### src/rtl/audio_pkg.sv
// audio_pkg: shared sample/gain constants, fetch FSM states and the gain-scaling helper
package audio_pkg;
  localparam int SAMPLE_W = 16;
  localparam int GAIN_W = 8;
  localparam int GAIN_UNITY = 128;
  typedef enum logic [1:0] {IDLE, RD, WAIT, LATCH} fetch_state_t;
  function automatic logic signed [31:0] sat_scale(input logic signed [31:0] s, input logic [GAIN_W-1:0] g, input int w);
    logic signed [40:0] p, hi, lo;
    p = (41'(s) * $signed({33'd0, g})) >>> $clog2(GAIN_UNITY);
    hi = (41'sd1 <<< (w - 1)) - 41'sd1;
    lo = -(hi + 41'sd1);
    return 32'((p > hi) ? hi : (p < lo) ? lo : p);
  endfunction
endpackage

### src/rtl/i2s_clkgen.sv
// i2s_clkgen: BCLK divider and frame bit counter; in clk/rst/enable, out bclk/lrclk plus tick, frame_start, half_start strobes
module i2s_clkgen #(
  parameter int WIDTH = 16,
  parameter int BCLK_DIV = 16
) (
  input  logic clk,
  input  logic rst,
  input  logic enable,
  output logic bclk,
  output logic lrclk,
  output logic tick,
  output logic frame_start,
  output logic half_start
);
  localparam int DW = $clog2(BCLK_DIV);
  localparam int BW = $clog2(2 * WIDTH);
  localparam logic [BW-1:0] LAST = BW'(2 * WIDTH - 1);
  logic [DW-1:0] div;
  logic [BW-1:0] bit_cnt, bit_nxt;
  logic wrap;
  assign wrap = div == DW'(BCLK_DIV - 1);
  assign tick = enable & wrap & bclk;
  assign bit_nxt = (bit_cnt == LAST) ? '0 : bit_cnt + 1'b1;
  assign frame_start = tick & (bit_nxt == '0);
  assign half_start = tick & (bit_nxt == BW'(WIDTH));
  assign lrclk = (bit_cnt >= BW'(WIDTH - 1)) && (bit_cnt != LAST);
  always_ff @(posedge clk or posedge rst)
    if (rst) begin
      div <= '0;
      bclk <= 1'b0;
      bit_cnt <= LAST;
    end else if (!enable) begin
      div <= '0;
      bclk <= 1'b0;
      bit_cnt <= LAST;
    end else begin
      div <= wrap ? '0 : div + 1'b1;
      bclk <= wrap ? ~bclk : bclk;
      bit_cnt <= tick ? bit_nxt : bit_cnt;
    end
endmodule

### src/rtl/i2s_fifo_reader.sv
// i2s_fifo_reader: pops one FIFO sample per frame, applies Q1.7 gain with saturation, sends it on both I2S slots; ports: fifo_* handshake in, bclk/lrclk/sdata out, underrun pulse/count out
module i2s_fifo_reader
  import audio_pkg::*;
#(
  parameter int WIDTH = SAMPLE_W,
  parameter int BCLK_DIV = 16,
  parameter int CNT_W = 16
) (
  input  logic              clk,
  input  logic              rst,
  input  logic              enable,
  input  logic [GAIN_W-1:0] gain,
  input  logic              fifo_empty,
  output logic              fifo_rd,
  input  logic [WIDTH-1:0]  fifo_dout,
  output logic              bclk,
  output logic              lrclk,
  output logic              sdata,
  output logic              underrun,
  output logic [CNT_W-1:0]  underrun_cnt
);
  fetch_state_t state, state_nxt;
  logic tick, frame_start, half_start, en_d, fetch_go;
  logic [WIDTH-1:0] next_sample, cur_sample, shift;
  i2s_clkgen #(.WIDTH(WIDTH), .BCLK_DIV(BCLK_DIV)) u_clkgen (
    .clk(clk), .rst(rst), .enable(enable), .bclk(bclk), .lrclk(lrclk),
    .tick(tick), .frame_start(frame_start), .half_start(half_start)
  );
  // fetch for the next frame at the start of the right slot, or immediately when playback starts
  assign fetch_go = half_start | (enable & ~en_d);
  always_comb begin
    state_nxt = state;
    fifo_rd = 1'b0;
    underrun = 1'b0;
    if (!enable) state_nxt = IDLE;
    else
      case (state)
        IDLE: state_nxt = fetch_go ? RD : IDLE;
        RD: begin
          fifo_rd = ~fifo_empty;
          underrun = fifo_empty;
          state_nxt = fifo_empty ? IDLE : WAIT;
        end
        WAIT: state_nxt = LATCH;
        default: state_nxt = IDLE;
      endcase
  end
  always_ff @(posedge clk or posedge rst)
    if (rst) begin
      state <= IDLE;
      en_d <= 1'b0;
    end else begin
      state <= state_nxt;
      en_d <= enable;
    end
  always_ff @(posedge clk or posedge rst)
    if (rst) begin
      next_sample <= '0;
      underrun_cnt <= '0;
    end else if (underrun) begin
      next_sample <= '0;
      underrun_cnt <= &underrun_cnt ? underrun_cnt : underrun_cnt + 1'b1;
    end else if (enable && state == LATCH) begin
      next_sample <= WIDTH'(sat_scale(32'($signed(fifo_dout)), gain, WIDTH));
    end
  always_ff @(posedge clk or posedge rst)
    if (rst) begin
      cur_sample <= '0;
      shift <= '0;
      sdata <= 1'b0;
    end else if (!enable) begin
      sdata <= 1'b0;
    end else if (frame_start) begin
      cur_sample <= next_sample;
      shift <= next_sample;
      sdata <= next_sample[WIDTH-1];
    end else if (half_start) begin
      shift <= cur_sample;
      sdata <= cur_sample[WIDTH-1];
    end else if (tick) begin
      shift <= {shift[WIDTH-2:0], 1'b0};
      sdata <= shift[WIDTH-2];
    end
endmodule
### config.mk
export PLATFORM = sky130hd
export DESIGN_NAME = i2s_fifo_reader
export DESIGN_NICKNAME = d
export VERILOG_FILES = /design/src/rtl/audio_pkg.sv /design/src/rtl/i2s_clkgen.sv /design/src/rtl/i2s_fifo_reader.sv
export SDC_FILE = /design/constraint.sdc
export NUM_CORES = 1
export LEC_CHECK = 0
export ABC_CLOCK_PERIOD_IN_PS = 6700
export CAP_MARGIN = 10
export CELL_PAD_IN_SITES_DETAIL_PLACEMENT = 2
export CELL_PAD_IN_SITES_GLOBAL_PLACEMENT = 2
export CORE_MARGIN = 2
export CORE_UTILIZATION = 42
export CTS_CLUSTER_DIAMETER = 100
export DETAILED_ROUTE_END_ITERATION = 10
export MAX_ROUTING_LAYER = met4
export PLACE_DENSITY = 0.95
export SLEW_MARGIN = 20
export SYNTH_ARGS = -nofsm -noshare
export SYNTH_HDL_FRONTEND = slang
export SYNTH_SLANG_ARGS = --single-unit
### constraint.sdc
create_clock -name clk -period 6.7 [get_ports clk]
set_input_delay 2.01 -clock clk [delete_from_list [all_inputs] [get_ports clk]]
set_output_delay 2.01 -clock clk [all_outputs]
set_load 0.005 [all_outputs]
==> results of run 1 <==
-- per-stage QoR --
| step | instance area, sq um | util, % | std cells |
|---|---|---|---|
| 2_1_floorplan | 8407 | - | 904 |
| 3_5_place_dp | 10080 | 51.60 | 1314 |
| 3_3_place_gp | 10070 | 51.57 | 1314 |
-- kinds of logic after synthesis --
group	Yosys count	synth area share, %
AO/OA/AOI/OAI	144	11.72
XOR/XNOR	36	4.110
adder cells (fa/ha/maj)	151	31.62
buffers and inverters	187	8.713
flip-flops	77	23.09
multiplexers	34	4.319
AND/OR/NAND/NOR	275	16.43
==> metrics, run 1 <==
standard-cell row count 51; number of distinct library cell variants in the gate-level netlist after synthesis 62; Synthesized Nets 1083; fraction of registers with async set or reset after synthesis 100.0%; count of boundary I/O pins 49; number of synthesized flops with an enable pin 0; clock buffers created by TritonCTS 9; number of instances in the synthesized netlist 904; synthesized area divided by synthesized cell count 9.261 sq um; most frequent cell after synthesis inv_1; top cells by count, synth inv_1, nand2_1, fa_1; placed wire-length estimate after detailed placement 26.86 mm; failing step clock tree synthesis; post-CTS setup buffer count 35; clock tree sinks 77; GP Congestion 0.8319; effective utilization at floorplan 42.87%; library cell occupying the most area in the post-synthesis netlist fa_1; result of the run aborted with a tool error; Error Message [ERROR DPL-0033] detailed placement checks failed during check placement.; dominant register cell in the synthesized netlist dfrtp_1; YS warnings 0; H-tree depth 3; number of synthesized register bits 77; vertical die dimension 145.2 um; root cell of the clock tree clkbuf_16; number of cells upsized or downsized after cts 170; Post-Place Setup Slack -1270 ps; buffers from clock root to sink, at most 2; total standard cell area after synthesis 0.008372 sq mm; width of the die 145.2 um; top cells by area in the synthesized netlist fa_1, dfrtp_1, ha_1, inv_1, and2_1; # port buffers 48; area share of the leading cell type in the synthesized netlist 24.15%; # hold bufs at CTS 0; share of the yosys chip area belonging to registers 23.09%
==> run 2: changes to the inputs <==
Settings changed: CELL_PAD_IN_SITES_DETAIL_PLACEMENT 2 to default, CELL_PAD_IN_SITES_GLOBAL_PLACEMENT 2 to default, CORE_UTILIZATION 42 to 30, CTS_CLUSTER_DIAMETER 100 to default, MAX_ROUTING_LAYER met4 to default, PLACE_DENSITY 0.95 to default, PLACE_DENSITY_LB_ADDON from default to 0.15.
==> run 2 against run 1 <==
The flow now finishes without violations. Synthesized cell count did not move. Area after synthesis did not move.
==> metrics, run 2 <==
combinational fraction of design power 75.7%; static leakage 5.467 nW; buffers from clock root to sink, at most 2; root cell of the clock tree clkbuf_16; Post-Place Setup Slack -744.2 ps; worst setup path class in -> reg; fraction of registers with async set or reset after synthesis 100.0%; top cells by count, synth inv_1, nand2_1, fa_1; number of distinct library cell variants in the gate-level netlist after synthesis 62; Peak VDD IR 0.0002231 V; setup-violating endpoint count in the final report 0; largest net degree at the start of global routing 46; library cell occupying the most area in the post-synthesis netlist fa_1; placeable core region 0.02763 sq mm; kind of path behind the tightest hold check reg -> reg; switching part of the total power 42.63%; final total power 4.470 mW; net count reported at finish 1278; Int Pwr 2.565 mW; Util after Layout 40.28%; total count of hold-check failures in the final report 0; number of maximum-capacitance constraint violations 0; count of boundary I/O pins 49; total standard cell area after synthesis 0.008372 sq mm; clock buffers created by TritonCTS 9; sum of overflow across all layers after global routing 0; Met3 Routed Length 274 um; final critical-path required period 6528 ps; Total Wirelength 19.50 mm; Regs by FF count cur_sample: 16 flops, next_sample: 16 flops, underrun_cnt: 16 flops; YS warnings 0; dominant register cell in the synthesized netlist dfrtp_1; worst-path cell chain clkdlybuf4s15_2 > buf_4 > nand2_4 > inv_2 > fa_1 > inv_2 > fa_1 > inv_1 > fa_1 > inv_1 > fa_1 > inv_1 > ha_2 > a21o_1 > a31o_2 > or4_4 > o31ai_4 > or3_4 > o31ai_4 > buf_6 > buf_12 > o211ai_1; number of global-route vias before repair 6656; GP Congestion 0.7544; longest individual stage delay on the worst path 570 ps; clock edge transition at the registers on the reported setup and hold paths 60 ps; Critical-path top delay cell fa_1; worst relative slew slack 25.54%; Synthesized Nets 1083; routed wire length on met2 9.382 mm; share of the yosys chip area belonging to registers 23.09%; final design area excluding fillers 0.01113 sq mm; most common cell after layout, fill and taps aside inv_1; Final Worst Setup Slack 171.7 ps; number of synthesized flops with an enable pin 0; Buf+Inv Stages, Crit Path 9; Fin Clk Skew 8.240 ps; most frequent cells in the layout inv_1, buf_4, nand2_1; top cells by area in the synthesized netlist fa_1, dfrtp_1, ha_1, inv_1, and2_1; number of synthesized register bits 77; via count 6478; CP most frequent cell fa_1; ratio of final minimum period to clock period 97.44%; wire length of the first global-routing pass 32.92 mm; # hold bufs at CTS 0; clock tree sinks 77; power share of the sequential group 12.7%; sequential cell area 0.001933 sq mm; WL/cell 13.16 um; standard-cell row count 61; fraction of layout instances using a drive strength above 1 25.72%; result of the run complete, no violations; number of instances in the synthesized netlist 904; multi-input gate area in the final layout 0.006008 sq mm; Clk network pwr share 11.6%; transition time of the tightest slew-check pin 1113 ps; Min Hold Slack 478.5 ps; H-tree depth 3; synthesized area divided by synthesized cell count 9.261 sq um; area share of the leading cell type in the synthesized netlist 24.15%; sort of element at the end of the critical path register; # port buffers 48; width of the die 171.1 um; placement-stage cell area 0.01034 sq mm; detailed router's first-iteration violation count 215; number of antenna violations at the first check in global routing 0; Critical Path Start Type input port; Overall Global Routing Usage 13.88%; diodes inserted 0; kind of cell adding the most delay to the critical path adder cells; post-synthesis to final-layout area growth 32.93%; clock tree from TritonCTS built; remaining number of nets flagged by the antenna check after routing 0; wl on met1 9.702 mm; data required time of the critical path 6940 ps; effective utilization at floorplan 30.30%; most frequent cell after synthesis inv_1; clk_lat worst skew 330 ps; DRC violation count after routing 0; switching pwr 1.906 mW; placed wire-length estimate after detailed placement 15.26 mm; DIE AREA 0.02926 sq mm; CP Data Arrival Time 6770 ps; highest routing layer actually used met4; Final Slew Violations 0; Max Clk Rate 0.1532 GHz; PwrDens 401.7 mW/mm^2; maximum net fanout on the critical path 7; vertical die dimension 171.1 um; post-DR vias/cell 4.371; drt pass-1 iters 4; # fillers 2851
[run 2: cell counts after synthesis]
Identical to the previous run, type by type.
[run 2: cells by family after synthesis]
kind of cell	synth area share [%]
AOI/OAI and AO/OA	11.72
DFF	23.09
muxes	4.319
and+or+nand+nor	16.43
xor gates and xnor gates	4.110
adders and majority gates	31.62
buffers and inverters	8.713
[run 2: metal layers]
layer	GRT usage (%)	up-vias
li1	-	3303
met1	19.33	3118
met2	23.58	51
met3	1.295	6
met4	2.727	0
met5	0	-
[run 2: worst min-delay path: cells and delay by family (launching register included)]
kind	cells	cell delay (ps)
AND/OR/NAND/NOR	1	50
flip-flops	1	340
AO/OA/AOI/OAI	1	50
[run 2: final cells by class]
cell class / count / area share [%]
Sequential cell: 77 / 17.37
Clock inverter: 4 / 0.6521
Inverter: 161 / 5.431
Tap cell: 378 / 4.250
Clock buffer: 12 / 2.215
Timing Repair Buffer: 210 / 16.09
Multi-Input combinational cell: 640 / 53.99
[run 2: what timing repair did]
action,4_1_cts,5_1_grt
cloned,4,3
resized for setup,58,68
endpoints found under the setup margin,15,15
buffers inserted,7,8
pin swaps,23,28
[run 2: power by group through the flow]
stage	Sequential [mW]	Combinational (mW)	Clock [mW]
global placement	0.572	3.07	0
floorplan	0.556	1.76	0
global route	0.576	3.78	0.553
CTS	0.566	3.25	0.535
detailed placement	0.574	3.08	0
finish	0.567	3.39	0.518
[run 2: worst paths after layout]
| path | slack, ps | cells after the start | start | to |
|---|---|---|---|---|
| min in group asynchronous | 2130 | 2 | rst | u_clkgen.div[2] |
| max | 170 | 22 | fifo_dout[15] | next_sample[9] |
| min reg2reg | 480 | 2 | shift[0] | shift[0] |
| min | 480 | 2 | shift[0] | shift[0] |
| max in group asynchronous | 3510 | 3 | rst | cur_sample[13] |
| max reg2reg | 3920 | 6 | u_clkgen.bit_cnt[0] | cur_sample[15] |
[run 2: stage by stage]
step	TNS, ps	instances
3_3_place_gp	-10820	1444
2_1_floorplan	0	904
4_1_cts	0	1471
6_report	0	1482
5_1_grt	-25.74	1482
3_5_place_dp	-11100	1444
Note: power is estimated with default switching activity, not from simulation.
==> run 3: changes to the inputs <==
Settings changed: CORE_UTILIZATION 30 to 65.
==> run 3 against run 2 <==
The flow now finishes with violations (setup timing). Maximum frequency is 3.7% lower. Sequential share of layout area up 0.50 points. Non-clock buffer count is 16 lower. Sequential cell count stayed put. Register-to-register slack got worse by 60 ps. Global-route usage grew 16 points. Highest routed layer unchanged.
==> metrics, run 3 (synthesis gave the netlist of run 2 again) <==
number of maximum-capacitance constraint violations 0; final critical-path required period 6777 ps; most common cell after layout, fill and taps aside inv_1; worst setup path class in -> reg; worst relative slew slack 30.38%; longest individual stage delay on the worst path 550 ps; Critical-path top delay cell fa_1; placeable core region 0.01262 sq mm; setup-violating endpoint count in the final report 2; placed wire-length estimate after detailed placement 15.34 mm; net count reported at finish 1262; number of global-route vias before repair 7505; CP Data Arrival Time 6980 ps; transition time of the tightest slew-check pin 1040 ps; maximum net fanout on the critical path 17; Final Worst Setup Slack -76.60 ps; placement-stage cell area 0.009866 sq mm; TNS Setup -78.01 ps; sum of overflow across all layers after global routing 0; Fin Clk Skew 8.190 ps; largest net degree at the start of global routing 46; number of antenna violations at the first check in global routing 0; Placed Instances 1216; final design area excluding fillers 0.01082 sq mm; wire length of the first global-routing pass 34.41 mm; via count 7200; kind of path behind the tightest hold check reg -> reg; ratio of final minimum period to clock period 101.1%; DRC violation count after routing 0; width of the die 117.5 um; Buf+Inv Stages, Crit Path 7; vertical die dimension 117.5 um; drt pass-1 iters 5; H-tree depth 3; DIE AREA 0.01380 sq mm; Overall Global Routing Usage 30.33%; final cell count without fillers 1260; # fillers 671; effective utilization at floorplan 66.34%; post-synthesis to final-layout area growth 29.20%; worst-path cell chain clkdlybuf4s15_1 > buf_4 > nand2_1 > fa_1 > inv_1 > fa_1 > fa_1 > inv_1 > fa_1 > inv_1 > ha_1 > buf_4 > nand4_1 > o211ai_1 > a2111o_1 > o31ai_4 > or3_4 > buf_6 > a32oi_1 > nand3_2; Total Wirelength 21.76 mm; sort of element at the end of the critical path register; buffers from clock root to sink, at most 2; kind of cell adding the most delay to the critical path adder cells; Max Clk Rate 0.1476 GHz; # hold bufs at CTS 0; root cell of the clock tree clkbuf_16; result of the run finished, violations left; clock tree sinks 77; remaining number of nets flagged by the antenna check after routing 0; data required time of the critical path 6900 ps; Peak VDD IR 0.0003167 V; diodes inserted 0; clock edge transition at the registers on the reported setup and hold paths 60 ps; clock buffers created by TritonCTS 9; count of boundary I/O pins 49; detailed router's first-iteration violation count 473; standard-cell row count 41; most frequent cells in the layout inv_1, buf_4, nand2_1; final total power 4.671 mW; Regs by FF count cur_sample: 16 flops, next_sample: 16 flops, underrun_cnt: 16 flops; WL/cell 17.27 um; total count of hold-check failures in the final report 0; violations in the final reports setup timing; GP Congestion 0.9167; static leakage 5.403 nW; Util after Layout 85.71%; PwrDens 431.9 mW/mm^2; clock tree from TritonCTS built; Critical Path Start Type input port; clk_lat worst skew 340 ps; CP most frequent cell fa_1; post-DR vias/cell 5.714; # port buffers 48; fraction of layout instances using a drive strength above 1 26.47%; Final Slew Violations 0
[run 3: changes by cell type in the layout (fill, tap and decap cells not counted), sizes merged]
cell and delta:
dlygate4sd2 +1, inv +1, clkinvlp -1, bufinv -1, dlymetal6s2s +2, buf -17
clkinv +4, clkbuf -5
[run 3: final cells by class]
| cell class | count | area (sq um) | area share (%) |
|---|---|---|---|
| sequential | 77 | 1933 | 17.87 |
| timing repair buffer | 194 | 1639 | 15.15 |
| inverter | 161 | 606.8 | 5.610 |
| clock inverter | 7 | 75.07 | 0.6940 |
| multi-input combinational | 640 | 6122 | 56.60 |
| tap | 172 | 215.2 | 1.990 |
| clock buffer | 9 | 225.2 | 2.082 |
[run 3: metal layers]
| metal | wire (um) | share of wire, % | vias to the layer above | global-route usage (%) |
|---|---|---|---|---|
| li1 | - | - | 3281 | - |
| met5 | 0 | 0 | - | 0 |
| met1 | 8530 | 39 | 3602 | 36.45 |
| met4 | 794 | 3.6 | 0 | 12.73 |
| met2 | 11630 | 53 | 242 | 55.52 |
| met3 | 808 | 3.7 | 75 | 3.198 |
[run 3: per-stage QoR]
stage	setup WS, ps	hold slack, ps
2_1_floorplan	43.18	448.8
3_3_place_gp	-675.0	459.8
3_5_place_dp	-831.7	476.7
4_1_cts	0.4223	489.4
5_1_grt	-141.8	513.4
6_report	-76.60	487.4
[run 3: path summary, 6_finish.rpt]
| kind | startpoint | end | slack [ps] | cells past startpoint |
|---|---|---|---|---|
| max | fifo_dout[11] | next_sample[14] | -80 | 20 |
| min | shift[1] | shift[1] | 490 | 2 |
| max reg2reg | u_clkgen.bit_cnt[0] | cur_sample[10] | 3860 | 8 |
| min reg2reg | shift[1] | shift[1] | 490 | 2 |
| max in group asynchronous | rst | underrun_cnt[14] | 3590 | 3 |
| min in group asynchronous | rst | u_clkgen.div[0] | 2130 | 2 |
[run 3: tightest hold or removal path, stage by stage (launching register included)]
cell	delay, ps
dfrtp_1	340
nand2_1	50
o21ai_0	60
[run 3: what timing repair did]
| item | in CTS | in global routing |
|---|---|---|
| gates cloned | 3 | 2 |
| gates resized for setup | 62 | 83 |
| pin swaps | 39 | 59 |
| setup buffers | 14 | 10 |
| endpoints found under the setup margin | 15 | 15 |
[run 3: where the power goes]
group	total [mW]	switching (mW)	leakage, nW	internal [mW]
sequential	0.568	0.0519	1.04	0.516
clock	0.481	0.191	0.150	0.290
combinational	3.62	1.88	4.21	1.74
total	4.67	2.12	5.40	2.55
